`config.mk`:
```
export PLATFORM = sky130hd
export DESIGN_NAME = program_loader_flat
export DESIGN_NICKNAME = d
export VERILOG_FILES = /design/src/rtl/program_loader_if.sv /design/src/rtl/program_loader.sv /design/src/flat_wrapper.sv
export SDC_FILE = /design/constraint.sdc
export NUM_CORES = 1
export LEC_CHECK = 0
export ABC_CLOCK_PERIOD_IN_PS = 7100
export CAP_MARGIN = 40
export CORE_AREA = 10 10 110 112
export CTS_BUF_LIST = sky130_fd_sc_hd__clkbuf_2
export DETAILED_ROUTE_END_ITERATION = 6
export DIE_AREA = 0 0 120 122
export GPL_ROUTABILITY_DRIVEN = 0
export GPL_TIMING_DRIVEN = 0
export PLACE_DENSITY = 0.86
export SYNTH_ARGS = -nofsm -noshare
export SYNTH_HDL_FRONTEND = slang
export SYNTH_SLANG_ARGS = --single-unit
```
`constraint.sdc`:
```
create_clock -name i_CLK -period 7.1 [get_ports i_CLK]
set_input_delay 1.065 -clock i_CLK [delete_from_list [all_inputs] [get_ports i_CLK]]
set_output_delay 1.065 -clock i_CLK [all_outputs]
set_load 0.02 [all_outputs]
```
`src/rtl/program_loader_if.sv`:
```
// Host byte stream in, instruction-memory load port and core control out.
// The loader sits on the slave side; the host/load-port owner is master.
interface program_loader_if #(
  parameter int unsigned WORD_SIZE = 32
) ();
  logic                 i_start;
  logic                 i_byte_valid;
  logic [7:0]           i_byte;
  logic                 o_byte_ready;
  logic [WORD_SIZE-1:0] o_InstAddr;
  logic [WORD_SIZE-1:0] o_InstExt;
  logic                 o_InstLd;
  logic                 o_cpu_rst;
  logic                 o_busy;
  logic                 o_done;
  logic                 o_err;
  logic [10:0]          o_words_loaded;

  modport slave (
    input  i_start, i_byte_valid, i_byte,
    output o_byte_ready, o_InstAddr, o_InstExt, o_InstLd, o_cpu_rst,
    output o_busy, o_done, o_err, o_words_loaded
  );

  modport master (
    output i_start, i_byte_valid, i_byte,
    input  o_byte_ready, o_InstAddr, o_InstExt, o_InstLd, o_cpu_rst,
    input  o_busy, o_done, o_err, o_words_loaded
  );
endinterface

```
`src/rtl/program_loader.sv`:
```
// Byte-stream program loader: header word count, then little-endian instruction words written
// to IMem one per WRITE cycle; holds the core in reset until the image is complete.
module program_loader #(
  parameter int unsigned          WORD_SIZE = 32,
  parameter logic [WORD_SIZE-1:0] BASE_ADDR = 32'h0040_0000,
  parameter int unsigned          MAX_WORDS = 1024,
  parameter int unsigned          RST_HOLD  = 4
) (
  input logic                  i_CLK,
  input logic                  i_RST_N,
  program_loader_if.slave      bus
);

  localparam int unsigned HoldW = $clog2(RST_HOLD + 2);

  typedef enum logic [2:0] {StIdle, StHdr, StLoad, StWrite, StDone, StErr} state_e;

  state_e               state_q, state_d;
  logic [1:0]           idx_q, idx_d;
  logic [23:0]          asm_q, asm_d;
  logic [10:0]          cnt_q, cnt_d;
  logic [10:0]          words_q, words_d;
  logic [WORD_SIZE-1:0] addr_q, addr_d;
  logic [WORD_SIZE-1:0] inst_q, inst_d;
  logic [HoldW-1:0]     hold_q, hold_d;
  logic                 ready_q, ready_d;
  logic                 ld_q, ld_d;
  logic                 cpu_rst_q, cpu_rst_d;
  logic                 busy_q, busy_d;
  logic                 done_q, done_d;
  logic                 err_q, err_d;

  logic        take;
  logic        word_done;
  logic [31:0] full_word;
  logic [10:0] words_inc;

  assign take      = bus.i_byte_valid & ready_q;
  assign word_done = take && (idx_q == 2'd3);
  // Fourth byte goes straight from the input so the word is usable on the edge it arrives.
  assign full_word = {bus.i_byte, asm_q};
  assign words_inc = words_q + 11'd1;

  always_ff @(posedge i_CLK or negedge i_RST_N) begin
    if (!i_RST_N) begin
      state_q   <= StIdle;
      idx_q     <= '0;
      asm_q     <= '0;
      cnt_q     <= '0;
      words_q   <= '0;
      addr_q    <= BASE_ADDR;
      inst_q    <= '0;
      hold_q    <= '0;
      ready_q   <= 1'b0;
      ld_q      <= 1'b0;
      cpu_rst_q <= 1'b1;
      busy_q    <= 1'b0;
      done_q    <= 1'b0;
      err_q     <= 1'b0;
    end else begin
      state_q   <= state_d;
      idx_q     <= idx_d;
      asm_q     <= asm_d;
      cnt_q     <= cnt_d;
      words_q   <= words_d;
      addr_q    <= addr_d;
      inst_q    <= inst_d;
      hold_q    <= hold_d;
      ready_q   <= ready_d;
      ld_q      <= ld_d;
      cpu_rst_q <= cpu_rst_d;
      busy_q    <= busy_d;
      done_q    <= done_d;
      err_q     <= err_d;
    end
  end

  always_comb begin
    state_d = state_q;
    unique case (state_q)
      StIdle, StDone, StErr: if (bus.i_start) state_d = StHdr;
      StHdr: begin
        if (word_done) begin
          if (full_word == 32'd0)                  state_d = StDone;
          else if (full_word > 32'(MAX_WORDS))     state_d = StErr;
          else                                     state_d = StLoad;
        end
      end
      StLoad:  if (word_done) state_d = StWrite;
      StWrite: state_d = (words_inc == cnt_q) ? StDone : StLoad;
      default: state_d = StIdle;
    endcase
  end

  always_comb begin
    idx_d   = idx_q;
    asm_d   = asm_q;
    cnt_d   = cnt_q;
    words_d = words_q;
    addr_d  = addr_q;
    inst_d  = inst_q;
    hold_d  = hold_q;

    if (take) begin
      idx_d = idx_q + 2'd1;
      unique case (idx_q)
        2'd0:    asm_d[7:0]   = bus.i_byte;
        2'd1:    asm_d[15:8]  = bus.i_byte;
        2'd2:    asm_d[23:16] = bus.i_byte;
        default: asm_d        = asm_q;
      endcase
    end

    if (state_q == StHdr && word_done)  cnt_d  = full_word[10:0];
    if (state_q == StLoad && word_done) inst_d = WORD_SIZE'(full_word);
    if (state_q == StWrite) begin
      addr_d  = addr_q + WORD_SIZE'(4);
      words_d = words_inc;
    end

    if (state_d == StHdr && state_q != StHdr) begin
      idx_d   = '0;
      asm_d   = '0;
      words_d = '0;
      addr_d  = BASE_ADDR;
    end

    if (state_d == StDone) begin
      if (state_q != StDone)                  hold_d = '0;
      else if (hold_q != HoldW'(RST_HOLD))    hold_d = hold_q + HoldW'(1);
    end

    ready_d   = (state_d == StHdr) || (state_d == StLoad);
    ld_d      = (state_d == StWrite);
    busy_d    = (state_d == StHdr) || (state_d == StLoad) || (state_d == StWrite);
    done_d    = (state_d == StDone);
    err_d     = (state_d == StErr);
    cpu_rst_d = !((state_d == StDone) && (hold_d == HoldW'(RST_HOLD)));
  end

  assign bus.o_byte_ready   = ready_q;
  assign bus.o_InstAddr     = addr_q;
  assign bus.o_InstExt      = inst_q;
  assign bus.o_InstLd       = ld_q;
  assign bus.o_cpu_rst      = cpu_rst_q;
  assign bus.o_busy         = busy_q;
  assign bus.o_done         = done_q;
  assign bus.o_err          = err_q;
  assign bus.o_words_loaded = words_q;

endmodule

```
`src/flat_wrapper.sv`:
```
// flat-port wrapper written by rule: the top's interface ports become plain ports
module program_loader_flat 
#(
  parameter int unsigned          WORD_SIZE = 32,
  parameter logic [WORD_SIZE-1:0] BASE_ADDR = 32'h0040_0000,
  parameter int unsigned          MAX_WORDS = 1024,
  parameter int unsigned          RST_HOLD  = 4
)
  (i_CLK, i_RST_N, bus_i_start, bus_i_byte_valid, bus_i_byte, bus_o_byte_ready, bus_o_InstAddr, bus_o_InstExt, bus_o_InstLd, bus_o_cpu_rst, bus_o_busy, bus_o_done, bus_o_err, bus_o_words_loaded);
  program_loader_if #(.WORD_SIZE(WORD_SIZE)) bus_i ();
  input logic i_CLK;
  input logic i_RST_N;
  input wire logic [$bits(bus_i.i_start)-1:0] bus_i_start;
  input wire logic [$bits(bus_i.i_byte_valid)-1:0] bus_i_byte_valid;
  input wire logic [$bits(bus_i.i_byte)-1:0] bus_i_byte;
  output wire logic [$bits(bus_i.o_byte_ready)-1:0] bus_o_byte_ready;
  output wire logic [$bits(bus_i.o_InstAddr)-1:0] bus_o_InstAddr;
  output wire logic [$bits(bus_i.o_InstExt)-1:0] bus_o_InstExt;
  output wire logic [$bits(bus_i.o_InstLd)-1:0] bus_o_InstLd;
  output wire logic [$bits(bus_i.o_cpu_rst)-1:0] bus_o_cpu_rst;
  output wire logic [$bits(bus_i.o_busy)-1:0] bus_o_busy;
  output wire logic [$bits(bus_i.o_done)-1:0] bus_o_done;
  output wire logic [$bits(bus_i.o_err)-1:0] bus_o_err;
  output wire logic [$bits(bus_i.o_words_loaded)-1:0] bus_o_words_loaded;
  assign bus_i.i_start = bus_i_start;
  assign bus_i.i_byte_valid = bus_i_byte_valid;
  assign bus_i.i_byte = bus_i_byte;
  assign bus_o_byte_ready = bus_i.o_byte_ready;
  assign bus_o_InstAddr = bus_i.o_InstAddr;
  assign bus_o_InstExt = bus_i.o_InstExt;
  assign bus_o_InstLd = bus_i.o_InstLd;
  assign bus_o_cpu_rst = bus_i.o_cpu_rst;
  assign bus_o_busy = bus_i.o_busy;
  assign bus_o_done = bus_i.o_done;
  assign bus_o_err = bus_i.o_err;
  assign bus_o_words_loaded = bus_i.o_words_loaded;
  program_loader #(.WORD_SIZE(WORD_SIZE), .BASE_ADDR(BASE_ADDR), .MAX_WORDS(MAX_WORDS), .RST_HOLD(RST_HOLD)) u_core (.i_CLK(i_CLK), .i_RST_N(i_RST_N), .bus(bus_i));
endmodule
```
==> impl_results.md, run 1 <==
- Met3 Wirelength: 866 microns
- Cell area power density: 289.9 nW/um^2
- CTS tree: yes
- Via count: roughly 4,300
- Max cap viols: 0
- Crit path arrival time: 3.82 ns
- Area growth from synthesis to layout: 23.44%
- Drt pass-1 iters: 4
- Slew margin rel.: 0.5518
- Antenna violations before repair: 0
- Worst EP required: 7.67 ns
- Post-synth EDFFs: 0
- GR Overflow Total: 0
- Cells after DPL: 750
- Overall routing resource usage: 0.1865
- Sum Neg Setup Slack: 0 ns
- Max incr delay on CP: 0.55 ns
- DRT iter0 DRCs: about 260
- Worst R2R Path Depth: 9
- WS Path Type: in -> reg
- Post-Syn Area: 5777 sq um
- Hold Path Class: in -> async
- First-pass GRT wire length: 22,090 microns
- Share of cells above drive strength 1: 0.1517
- Max Fclk: 307.3 MHz
- Setup crit start: bus_i_byte[4]
- RSZ-0062 raised after global routing: no
- Ant diodes: 0
- Clock latency on the worst-skew pair: 0.67 ns
- CP max-delay cell: or4_1
- Most common cell after layout, fill and taps aside: dfrtp_1
- Synth Register Bits: around 120
- Yosys cell types: 53
- Mapped Cells: 523
- Dpl hpwl: 9933 microns
- Buffer depth of the longest clock path: 2
- M1 WL: 5571 microns
- Stages on worst setup path: 7
- Remaining antenna violation count: 0
- Clk sinks: 122
- Vias in the first global route: 4,414
- Full die area: 14,640 sq um
- FP Rows: 37
- WP buf/inv: 1
- Post-CTS Hold Buffers: 0
- NumNets Final: 653
- Final setup margin: ~3.8 ns
- Syn. warnings: 0
- CP max FO: 6
- Final hold violations: 0
- H-tree Lvls: 4
- Ys async rst share: 1.000
- Root Buffer: clkbuf_2
- Die extent in x: 120 microns
- Worst-Margin Slew: 0.6661 ns
- Static Leak: 0.003303 uW
- CP endpoint: u_core.hold_q[0]$_DFF_PN0_
- IO Port Bufs: approximately 90
- Pins Over Slew Limit: 0
- WL final: 13,390 microns
- Met2 wire length: 6773 microns
- Post-route insts no fill: approximately 780
- R2R Path End: u_core.hold_q[0]$_DFF_PN0_
- Reg clk slew, reported paths: 0.22 ns
- Core box area: 10,050 sq um
- PostCTS Resize Cnt: 0
- Power Total: 2067 uW
- Largest net degree at the start of global routing: 69
- Vias per cell: 5.495
- Time the worst path needs with I/O delays and setup: 3.254 ns
- Die Ht: roughly 120 microns
- Crit path cell chain: clkdlybuf4s50_1 -> or4_1 -> nor4_1 -> nand3b_1 -> a21oi_1 -> a22oi_2 -> o211ai_1
- CP endpoint kind: flop
- FF-to-FF Start: u_core.bus.o_words_loaded[0]$_DFFE_PN0P_
- Final setup fails: 0
- Cell class contributing the biggest share of worst-path delay: simple AND/OR/NAND/NOR gates
- Synthesized area per cell: 11.05 sq um
- # IOs: 93
- Post-CTS setup buffers: 0
- Initial core utilization: 0.5750
- CP Launch Type: input port
- Worst hold slack: 0.3247 ns
- Final clock skew: 0.05335 ns
- FILL cells: 679
- CTS Buf Count: 17
- Top sig layer: met4
- Residual DRC count: 0
- Place WS: 3.258 ns
- Fin crit share: 0.4584
- Commonest non-fill, non-tap cells in the layout: dfrtp_1, clkdlybuf4s50_1, nor2_1, mux2_2, nand2_1
- Synth Flop Type: dfrtp_1
- Reg-to-reg slack, setup: 4.31 ns
- Peak VDD IR: around 0.16 mV
- WL/cell: 17.12 microns
- Register area share after synthesis: 0.5289
- Status: completed
-- cell usage after synthesis, types with 2 or more instances --
| master | instances | share of area |
|---|---|---|
| a211oi_1 | 2 | 0.0026 |
| a21oi_1 | 14 | 0.012 |
| and3_1 | 10 | 0.011 |
| buf_2 | 2 | 0.0017 |
| buf_4 | 2 | 0.0026 |
| buf_6 | 3 | 0.0058 |
| clkbuf_1 | 17 | 0.011 |
| dfrtp_1 | 120 | 0.52 |
| dfstp_2 | 2 | 0.0091 |
| ha_1 | 8 | 0.017 |
| inv_1 | 14 | 0.0091 |
| mux2_2 | 43 | 0.084 |
| mux2i_1 | 24 | 0.042 |
| nand2_1 | 30 | 0.019 |
| nand2b_1 | 2 | 0.0022 |
| nand3_1 | 24 | 0.021 |
| nand3b_1 | 2 | 0.0026 |
| nand4_1 | 11 | 0.012 |
| nor2_1 | 78 | 0.051 |
| nor2b_1 | 2 | 0.0022 |
| nor3_1 | 8 | 0.0069 |
| nor4_1 | 7 | 0.0076 |
| nor4_4 | 2 | 0.0074 |
| o211ai_1 | 4 | 0.0052 |
| o21ai_0 | 9 | 0.0078 |
| or3_1 | 7 | 0.0076 |
| or3_2 | 2 | 0.0026 |
| or4_1 | 2 | 0.0026 |
| xnor2_1 | 26 | 0.039 |
| xor2_1 | 23 | 0.035 |
-- state kept, by name, indices dropped and copies added, names as in the netlist, 2 cells and up --
name	cells
u_core.state_q	3
u_core.bus.o_words_loaded	11
u_core.asm_q	24
u_core.cnt_q	11
u_core.idx_q	2
u_core.bus.o_InstExt	32
u_core.bus.o_InstAddr	30
u_core.hold_q	3
-- area by class of cell --
cell class | instances | area (sq um) | area share
plain buffers | 24 | 122.6 | 0.01720
clock buffers | 18 | 90.09 | 0.01263
clock inverters | 14 | 170.2 | 0.02386
inverters | 14 | 52.55 | 0.007370
multi-input cells | 364 | 2550 | 0.3576
flip-flops and latches | 122 | 3055 | 0.4285
well taps | 136 | 170.2 | 0.02386
repair buffers | 90 | 919.6 | 0.1290
-- stage by stage --
| step | instance area [sq um] | utilization |
|---|---|---|
| 5_1_grt | 7131 | 0.7098 |
| 4_1_cts | 7131 | 0.7098 |
| 3_3_place_gp | 6842 | 0.6810 |
| 2_1_floorplan | 5781 | - |
| 6_report | 7131 | 0.7098 |
| 3_5_place_dp | 6870 | 0.6839 |
-- per-layer routing --
metal | vias up | GRT usage
met5 | - | 0
met1 | 2147 | 0.2276
met3 | 15 | 0.06614
li1 | 2038 | -
met2 | 97 | 0.3061
met4 | 0 | 0.05656
-- report_power, final --
group	internal, uW	switching, uW
Combinational	278	331
Clock	198	268
Sequential	835	156
-- kinds of logic after synthesis --
| group | Yosys count | synth area share |
|---|---|---|
| AO/OA/AOI/OAI | 43 | 0.05285 |
| XOR/XNOR | 49 | 0.07429 |
| adder cells (fa/ha/maj) | 8 | 0.01733 |
| buffers and inverters | 38 | 0.03032 |
| flip-flops | 122 | 0.5289 |
| multiplexers | 67 | 0.1254 |
| other | 1 | 0.0006491 |
| AND/OR/NAND/NOR | 195 | 0.1702 |
-- how the worst min path moves through the flow --
stage	from	to	slack [ns]	depth (start not counted)
CTS	i_RST_N	u_core.bus.o_InstAddr[8]$_DFFE_PN0P_	0.30	1
floorplan	u_core.asm_q[23]$_DFFE_PN0P_	u_core.bus.o_InstExt[23]$_DFFE_PN0P_	0.49	1
global route	i_RST_N	u_core.bus.o_InstAddr[4]$_DFFE_PN0P_	0.29	1
detailed placement	u_core.bus.o_InstExt[17]$_DFFE_PN0P_	u_core.bus.o_InstExt[17]$_DFFE_PN0P_	0.50	1
global placement	u_core.bus.o_InstExt[25]$_DFFE_PN0P_	u_core.bus.o_InstExt[25]$_DFFE_PN0P_	0.49	1
finish	i_RST_N	u_core.bus.o_InstAddr[20]$_DFFE_PN0P_	0.32	1
Note: power is estimated with default switching activity, not from simulation.
==> run 2, diff against run 1 <==
--- a/config.mk
+++ b/config.mk
@@ -5,15 +5,15 @@
 export SDC_FILE = /design/constraint.sdc
 export NUM_CORES = 1
 export LEC_CHECK = 0
-export ABC_CLOCK_PERIOD_IN_PS = 7100
+export ABC_CLOCK_PERIOD_IN_PS = 2850
 export CAP_MARGIN = 40
-export CORE_AREA = 10 10 110 112
+export CORE_AREA = 10 10 119 121
 export CTS_BUF_LIST = sky130_fd_sc_hd__clkbuf_2
 export DETAILED_ROUTE_END_ITERATION = 6
-export DIE_AREA = 0 0 120 122
+export DIE_AREA = 0 0 129 131
 export GPL_ROUTABILITY_DRIVEN = 0
 export GPL_TIMING_DRIVEN = 0
-export PLACE_DENSITY = 0.86
+export PLACE_DENSITY = 0.77
 export SYNTH_ARGS = -nofsm -noshare
 export SYNTH_HDL_FRONTEND = slang
 export SYNTH_SLANG_ARGS = --single-unit
==> constraint.sdc (replaced) <==
create_clock -name i_CLK -period 2.85 [get_ports i_CLK]
set_input_delay 0.4275 -clock i_CLK [delete_from_list [all_inputs] [get_ports i_CLK]]
set_output_delay 0.4275 -clock i_CLK [all_outputs]
set_load 0.02 [all_outputs]
==> impl_results.md, run 2 (synthesis gave the netlist of run 1 again) <==
- Vias per cell: 5.433 (-1.1%)
- Crit path arrival time: 3.30 ns (-0.52 ns)
- Final setup fails: 0 (unchanged)
- Buffer depth of the longest clock path: 2 (unchanged)
- Max incr delay on CP: 0.52 ns (-0.03 ns)
- Dpl hpwl: 10,140 microns (+2.1%)
- Cells after DPL: 761 (+1.5%)
- Met3 Wirelength: 874 microns (+0.92%)
- Area growth from synthesis to layout: 23.52% (about the same)
- Remaining antenna violation count: 0 (unchanged)
- H-tree Lvls: 4 (unchanged)
- R2R Path End: u_core.hold_q[1]$_DFF_PN0_
- Place WS: -0.3271 ns (-3.585 ns)
- Reg-to-reg slack, setup: 0.08 ns (-4.23 ns)
- Vias in the first global route: 4,397 (-0.39%)
- Post-route insts no fill: 794 (+1.5%)
- Initial core utilization: 0.4891 (-0.08595)
- FP Rows: 40 (+8.1%)
- # IOs: 93 (unchanged)
- CTS Buf Count: 17 (unchanged)
- CP endpoint kind: flop
- GR Overflow Total: 0 (unchanged)
- FILL cells: 984 (+45%)
- Largest net degree at the start of global routing: 82 (+19%)
- Stages on worst setup path: 9 (+2)
- Status: completed
- WP buf/inv: 1 (unchanged)
- Setup crit start: u_core.bus.o_words_loaded[0]$_DFFE_PN0P_
- Via count: 4,314 (+0.40%)
- Die extent in x: 129 microns (+7.5%)
- Max reg flops: 32 (unchanged)
- Residual DRC count: 0 (unchanged)
- Time the worst path needs with I/O delays and setup: 2.765 ns
- M1 WL: 5767 microns (+3.5%)
- Commonest non-fill, non-tap cells in the layout: dfrtp_1, clkdlybuf4s50_1, nor2_1, mux2_2, nand2_1
- IO Port Bufs: 89 (unchanged)
- Clk sinks: 122 (unchanged)
- RSZ-0062 raised after global routing: no
- Crit path cell chain: ha_1 -> and3_4 -> buf_6 -> or4_1 -> o21a_2 -> a31oi_4 -> nand4_2 -> a22oi_2 -> o211ai_1
- Final hold violations: 0 (unchanged)
- Hold Path Class: in -> reg
- Fin crit share: 0.9702
- Die Ht: 131 microns (+7.4%)
- Top sig layer: met4
- Static Leak: 0.003305 uW (about the same)
- Max cap viols: 0 (unchanged)
- Pins Over Slew Limit: 0 (unchanged)
- Overall routing resource usage: 0.1682 (-0.01823)
- Ant diodes: 0 (unchanged)
- Worst EP required: 3.39 ns (-4.28 ns)
- Hold depth: 3
- Most common cell after layout, fill and taps aside: dfrtp_1
- Share of cells above drive strength 1: 0.1530 (+0.001311)
- Cell area power density: 708.7 nW/um^2 (+140%)
- Max Fclk: 361.6 MHz
- Hold Crit Endpoint: u_core.idx_q[1]$_DFFE_PN0P_
- Clock latency on the worst-skew pair: 0.67 ns (about the same)
- Met2 wire length: 6741 microns (-0.47%)
- WS Path Type: reg -> reg
- Reg clk slew, reported paths: 0.20 ns (-0.02 ns)
- NumNets Final: 654 (+0.15%)
- Slew margin rel.: 0.5571 (+0.005245)
- CP max FO: 8 (+2)
- Final clock skew: 0.02817 ns (-0.02518 ns)
- Final setup margin: 0.08484 ns (-3.761 ns)
- Antenna violations before repair: 0 (unchanged)
- WL final: 13,510 microns (+0.92%)
- Hold Crit Start: bus_i_byte_valid
- Full die area: 16,900 sq um (+15%)
- Worst R2R Path Depth: 9 (unchanged)
- Area of the multi-input gates: 2556 sq um (+0.25%)
- CTS tree: yes
- DRT iter0 DRCs: 223 (-13%)
- FF-to-FF Start: u_core.bus.o_words_loaded[0]$_DFFE_PN0P_
- First-pass GRT wire length: 22,510 microns (+1.9%)
- Core box area: 11,810 sq um (+18%)
- WL/cell: 17.02 microns (-0.61%)
- Drt pass-1 iters: 4 (unchanged)
- Cell class contributing the biggest share of worst-path delay: compound AO/OA/AOI/OAI gates
- Sum Neg Setup Slack: 0 ns (unchanged)
- Root Buffer: clkbuf_2
- CP Launch Type: flop
- FF/Latch Area: 3057 sq um (about the same)
- CP max-delay cell: dfrtp_2
- Peak VDD IR: 0.3245 mV (+110%)
- Worst-Margin Slew: 0.6644 ns (-0.001725 ns)
-- run 2: changes by cell type in the layout (fill, tap and decap cells not counted) --
| cell | before | now |
|---|---|---|
| dlygate4sd3_1 | 0 | 1 |
| clkinv_4 | 1 | 2 |
| dfrtp_1 | 120 | 119 |
| clkinv_2 | 0 | 2 |
| dfrtp_2 | 0 | 1 |
| clkinv_1 | 2 | 3 |
| nor4_2 | 0 | 1 |
| clkinvlp_4 | 5 | 2 |
| nor4_1 | 7 | 6 |
| clkbuf_2 | 18 | 17 |
| inv_6 | 3 | 4 |
| bufinv_16 | 3 | 2 |
-- run 2: per-stage QoR --
stage	instance area [sq um]	power (uW)	hold WS [ns]	util
after floorplan	5781	3437	0.1319	-
after global placement	6855	3937	0.4895	0.5804
after detailed placement	6884	4025	0.3679	0.5828
after CTS	7128	5105	0.01458	0.6035
after global routing	7136	5385	0.03285	0.6041
final	7136	5057	0.08749	0.6041
-- run 2: report_power, final --
| part | switching [uW] | leakage (uW) | total, uW | internal [uW] |
|---|---|---|---|---|
| clock network | 672 | 0.000138 | 1080 | 403 |
| registers | 392 | 0.00162 | 2470 | 2080 |
| logic | 815 | 0.00155 | 1510 | 693 |
-- run 2: layout make-up --
| class | count | area share |
|---|---|---|
| clock inverters | 15 | 0.02087 |
| flip-flops and latches | 122 | 0.4284 |
| multi-input cells | 364 | 0.3582 |
| repair buffers | 91 | 0.1303 |
| plain buffers | 24 | 0.01718 |
| well taps | 147 | 0.02578 |
| inverters | 14 | 0.007365 |
| clock buffers | 17 | 0.01192 |
-- run 2: routing by layer --
metal,track usage,up-vias
met3,0.06326,13
met2,0.2803,102
met4,0.04749,0
met1,0.2000,2164
li1,-,2035
met5,0,-
-- run 2: repair_timing --
| item | CTS | global route |
|---|---|---|
| resized for setup | 0 | 2 |
| buffers inserted | 0 | 0 |
| endpoints found under the hold margin | 41 | 0 |
| hold buffers | 1 | 0 |
| setup endpoints to repair | 0 | 5 |
-- run 2: how the worst max path moves through the flow --
stage                                                    end  slack (ns)
floorplan                         u_core.hold_q[0]$_DFF_PN0_        0.25
global placement    u_core.bus.o_words_loaded[4]$_DFFE_PN0P_       -3.24
detailed placement         u_core.bus.o_byte_ready$_DFF_PN0_       -0.33
CTS                           u_core.bus.o_cpu_rst$_DFF_PN1_        0.06
global route                      u_core.hold_q[1]$_DFF_PN0_        0.01
finish                            u_core.hold_q[1]$_DFF_PN0_        0.08
-- run 2: tightest hold or removal path, stage by stage --
cell      delay, ns
clkbuf_1       0.14
nand3_1        0.11
a21oi_1        0.06
==> patch 1: new RTL, config.mk and constraints of run 2 <==
Encoding of `state_e`: now one-hot (6 bits for 6 states).
--- a/src/rtl/program_loader.sv
+++ b/src/rtl/program_loader.sv
@@ -15,3 +15,3 @@
 
-  typedef enum logic [2:0] {StIdle, StHdr, StLoad, StWrite, StDone, StErr} state_e;
+  typedef enum logic [5:0] {StIdle = 6'b000001, StHdr = 6'b000010, StLoad = 6'b000100, StWrite = 6'b001000, StDone = 6'b010000, StErr = 6'b100000} state_e;
 
Check against the original RTL: same outputs for any inputs over 10 cycles, from zero or initial values and one cycle with i_RST_N low; not proved beyond that.
==> patch 1 against run 2 <==
  * Sequential cell count rose by 3
  * Count of clock-buffer cells in the layout up 5
  * Synthesized cell count increased by 15%
  * Worst hold slack better by 71 ps
  * Total power decreased by 21%
  * Routed wire length up 8.4%
  * Setup slack improved by 200 ps
  * Area after synthesis grew 2.1%
  * Design area grew 1.2%
  * Critical endpoint is now u_core.bus.o_busy
  * Largest power group unchanged
==> patch 1: results (changes against run 2) <==
STA
  – Slew HR: 59.5% (+3.7 points)
  – Worst Clk Skew: 28.1 ps (-0.0935 ps)

Final layout
  – Clock buffer cells: 22 (+5)
  – Clock-cell share: 2.84% (-0.44 points)
  – Final Non-Filler Cells: 869 (+9.4%)
  – Non-clock buffer share of cell area: 14.4% (-0.31 points)
  – Filler cells: 987 (+0.30%)
  – Sequential cell area: 3130 um^2 (+2.5%)
  – Finished Cell Area: 7220 um^2 (+1.2%)
  – Seq Cell Count: 125 (+2.5%)

Synthesis
  – Synth Area in Compound Gates: 5.43% (+0.15 points)
  – Mux share of post-synthesis cell area: 6.52% (-6.0 points)
  – Unique cell type count in the Yosys netlist: 56 (+5.7%)
  – Post-Synth XOR/XNOR Area: 7.13% (-0.30 points)
  – Seq/Total Area, Yosys: 53.1% (+0.23 points)
  – Largest cells by area after synthesis: dfrtp_1 52%, nand2_1 8.0%, nor2_1 4.5%, mux2i_1 4.4%, xor2_1 4.2%
  – Top cells by count, synth: 126 x nand2_1, 122 x dfrtp_1, 71 x nor2_1, 28 x xor2_1, 26 x mux2i_1

Drt
  – Metal3 WL: 1100 um (+26%)
  – 1st-pass router iterations: 5 (+1)
  – WL met1: 6100 um (+5.8%)
  – DR WL met2: 7200 um (+6.8%)
  – Iter 0 DRT Violations: 285 (+28%)
  – Routed wire per std cell: 16.8 um (-1.0%)

Critical path
  – WP data arrival: 3090 ps (-210 ps)
  – CP delay by family, top: simple AND/OR/NAND/NOR gates

Global routing
  – Routing usage on met3: 6.45% (+0.12 points)
  – GRT Util Overall: 17.7% (+0.84 points)
  – Vias in the first global route: 4,866 (+11%)
  – Met1 usage: 20.5% (+0.49 points)
  – Largest net degree at the start of global routing: 68 (-17%)
  – First-pass GRT wire length: 23,800 um (+5.9%)
  – Global Route met2 Usage: 29.7% (+1.7 points)

Placement
  – Place WS: 172 ps (+499 ps)
  – DP HPWL: 10,800 um (+6.6%)
  – Placed cell count: 838 (+10%)

Clocking
  – Worst-path clk slew: 180 ps (-20 ps)
  – Worst-Skew Late Latency: 650 ps (-20 ps)

Power
  – Worst vdd ir: 355 uV (+9.4%)
  – Cell Pwr Density: 550 nW/um^2 (-22%)
  – Switching Power: 1.33 mW (-29%)
  – Flop pwr share: 53.5% (+4.6 points)
  – Clock power share: 25.6% (+4.3 points)
  – Leak: 3.56 nW (+7.7%)

Run status
  – Run status: complete, no violations
-- patch 1: changes by cell type after synthesis, moves of 4 or more --
cell / change
xnor2_1: -6
o21ai_0: +7
nand2_1: +96
nand4_1: -4
nor2_1: -7
mux2_2: -32
xor2_1: +5
-- patch 1: worst paths after layout --
kind                                               from                        to  slack, ps  depth (start not counted)
max in group asynchronous                       i_RST_N         u_core.state_q[0]       1800                          3
setup / recovery           u_core.bus.o_words_loaded[0]         u_core.bus.o_busy        290                          8
hold reg to reg                 u_core.bus.o_InstExt[1]   u_core.bus.o_InstExt[1]        490                          2
hold / removal                         bus_i_byte_valid           u_core.idx_q[1]        160                          3
min in group asynchronous                       i_RST_N  u_core.bus.o_InstExt[13]        290                          2
setup reg to reg           u_core.bus.o_words_loaded[0]         u_core.bus.o_busy        290                          8
-- patch 1: repair_timing --
item | 4_1_cts | 5_1_grt
hold buffers | 1 | 0
hold endpoints to repair | 58 | 0
buffers inserted | 0 | 0
==> patch 2: new RTL, flow settings as in run 2 <==
Made on the original files. `RST_HOLD` is set to 4 in 2 places; all go to 8.
--- a/src/rtl/program_loader.sv
+++ b/src/rtl/program_loader.sv
@@ -6,3 +6,3 @@
   parameter int unsigned          MAX_WORDS = 1024,
-  parameter int unsigned          RST_HOLD  = 4
+  parameter int unsigned          RST_HOLD  = 8
 ) (
--- a/src/flat_wrapper.sv
+++ b/src/flat_wrapper.sv
@@ -6,3 +6,3 @@
   parameter int unsigned          MAX_WORDS = 1024,
-  parameter int unsigned          RST_HOLD  = 4
+  parameter int unsigned          RST_HOLD  = 8
 )
Formal check against the unedited RTL: not equivalent (a bounded check fails within 10 cycles, from zero or initial values and one cycle with i_RST_N low).
==> patch 2 against run 2 <==
  * Area after synthesis decreased by 0.41%
  * Sequential cell count increased by 1
  * Combinational power increased by 7%
  * Non-clock buffer count increased by 6
  * Design area increased by 0.49%
  * Setup slack improved by 23 ps
  * Total power increased by 6.8%
  * Routed wire length increased by 6.0%
  * Critical endpoint is now u_core.bus.o_InstAddr[31]
==> patch 2: results (changes against run 2) <==
Final layout
  – Filler cells: 1,022 (+3.9%)
  – Sequential cell area: 3080 um^2 (+0.86%)
  – Clock buffer cells: 20 (+3)
  – Fraction of area in multi-input gates: 35.1% (-0.77 points)
  – Clock-cell share: 3.87% (+0.59 points)
  – Signal buffers: 121 (+5.2%)
  – Seq Cell Count: 123 (+0.82%)
  – Share of post-route cells with drive strength above 1: 13.6% (-1.7 points)
  – Inverters: 12 (-2)

Global routing
  – GRT Util Overall: 17.4% (+0.58 points)
  – First-pass GRT wire length: 23,400 um (+4.0%)
  – Largest net degree at the start of global routing: 78 (-4.9%)

Placement
  – Place WS: -49.6 ps (+278 ps)
  – DP Area: 6870 um^2 (-0.20%)
  – DP HPWL: 10,500 um (+3.2%)
  – Port Buffers: 90 (+1.1%)
  – Placed cell count: 791 (+3.9%)

Drt
  – Routed wire per std cell: 17.4 um (+2.1%)
  – DR WL met2: 7300 um (+8.3%)
  – WL met1: 5720 um (-0.87%)
  – Metal3 WL: 1000 um (+15%)
  – Iter 0 DRT Violations: 261 (+17%)
  – Drt via density: 5.59 (+2.8%)

Synthesis
  – Largest cells by area after synthesis: dfrtp_1 53%, mux2_2 8.6%, nand3_1 3.8%, nand2_1 3.7%, xor2_1 3.7%
  – Unique cell type count in the Yosys netlist: 52 (-1.9%)
  – Syn avg cell area: 10.4 um^2 (-5.6%)

Critical path
  – Reg2Reg Setup Slack: 110 ps (+20 ps)
  – CP Max Fanout: 10 (+2)
  – Critical Path Slowest Stage Cell: or4_1
  – Worst setup endpoint: u_core.bus.o_InstAddr[31]

Clocking
  – Worst-path clk slew: 180 ps (-20 ps)
  – Post-cts sizing count: 1 (+1)

STA
  – Slew HR: 51.0% (-4.7 points)
  – Fmax: 365 MHz (+0.85%)

Worst hold path
  – Worst hold path class: input port to asynchronous set/reset pin

Power
  – Leak: 3.22 nW (-2.5%)

Run status
  – Run status: complete, no violations
patch 2: layer usage:
| metal | global-route usage, % | up-vias |
|---|---|---|
| met2 | 29.3 | 152 |
| met5 | 0 | - |
| met4 | 8.36 | 0 |
| met1 | 19.7 | 2270 |
| li1 | - | 2156 |
| met3 | 5.64 | 26 |
patch 2: logic make-up (layout without fill, tap and decap cells):
family / Yosys count / after routing / synth area share [%]
adders and majority gates: 8 / 8 / 1.74
muxes: 46 / 46 / 8.96
and+or+nand+nor: 221 / 221 / 19.5
other: 1 / 2 / 0.0652
buffers and inverters: 41 / 165 / 2.87
DFF: 123 / 123 / 53.5
xor gates and xnor gates: 42 / 42 / 6.39
AOI/OAI and AO/OA: 70 / 70 / 6.96
patch 2: power by group:
part	switching, mW	internal [mW]	total, mW	leakage [nW]
clock	0.621	0.658	1.28	0.167
combinational	0.881	0.740	1.62	1.42
sequential	0.399	2.10	2.50	1.63
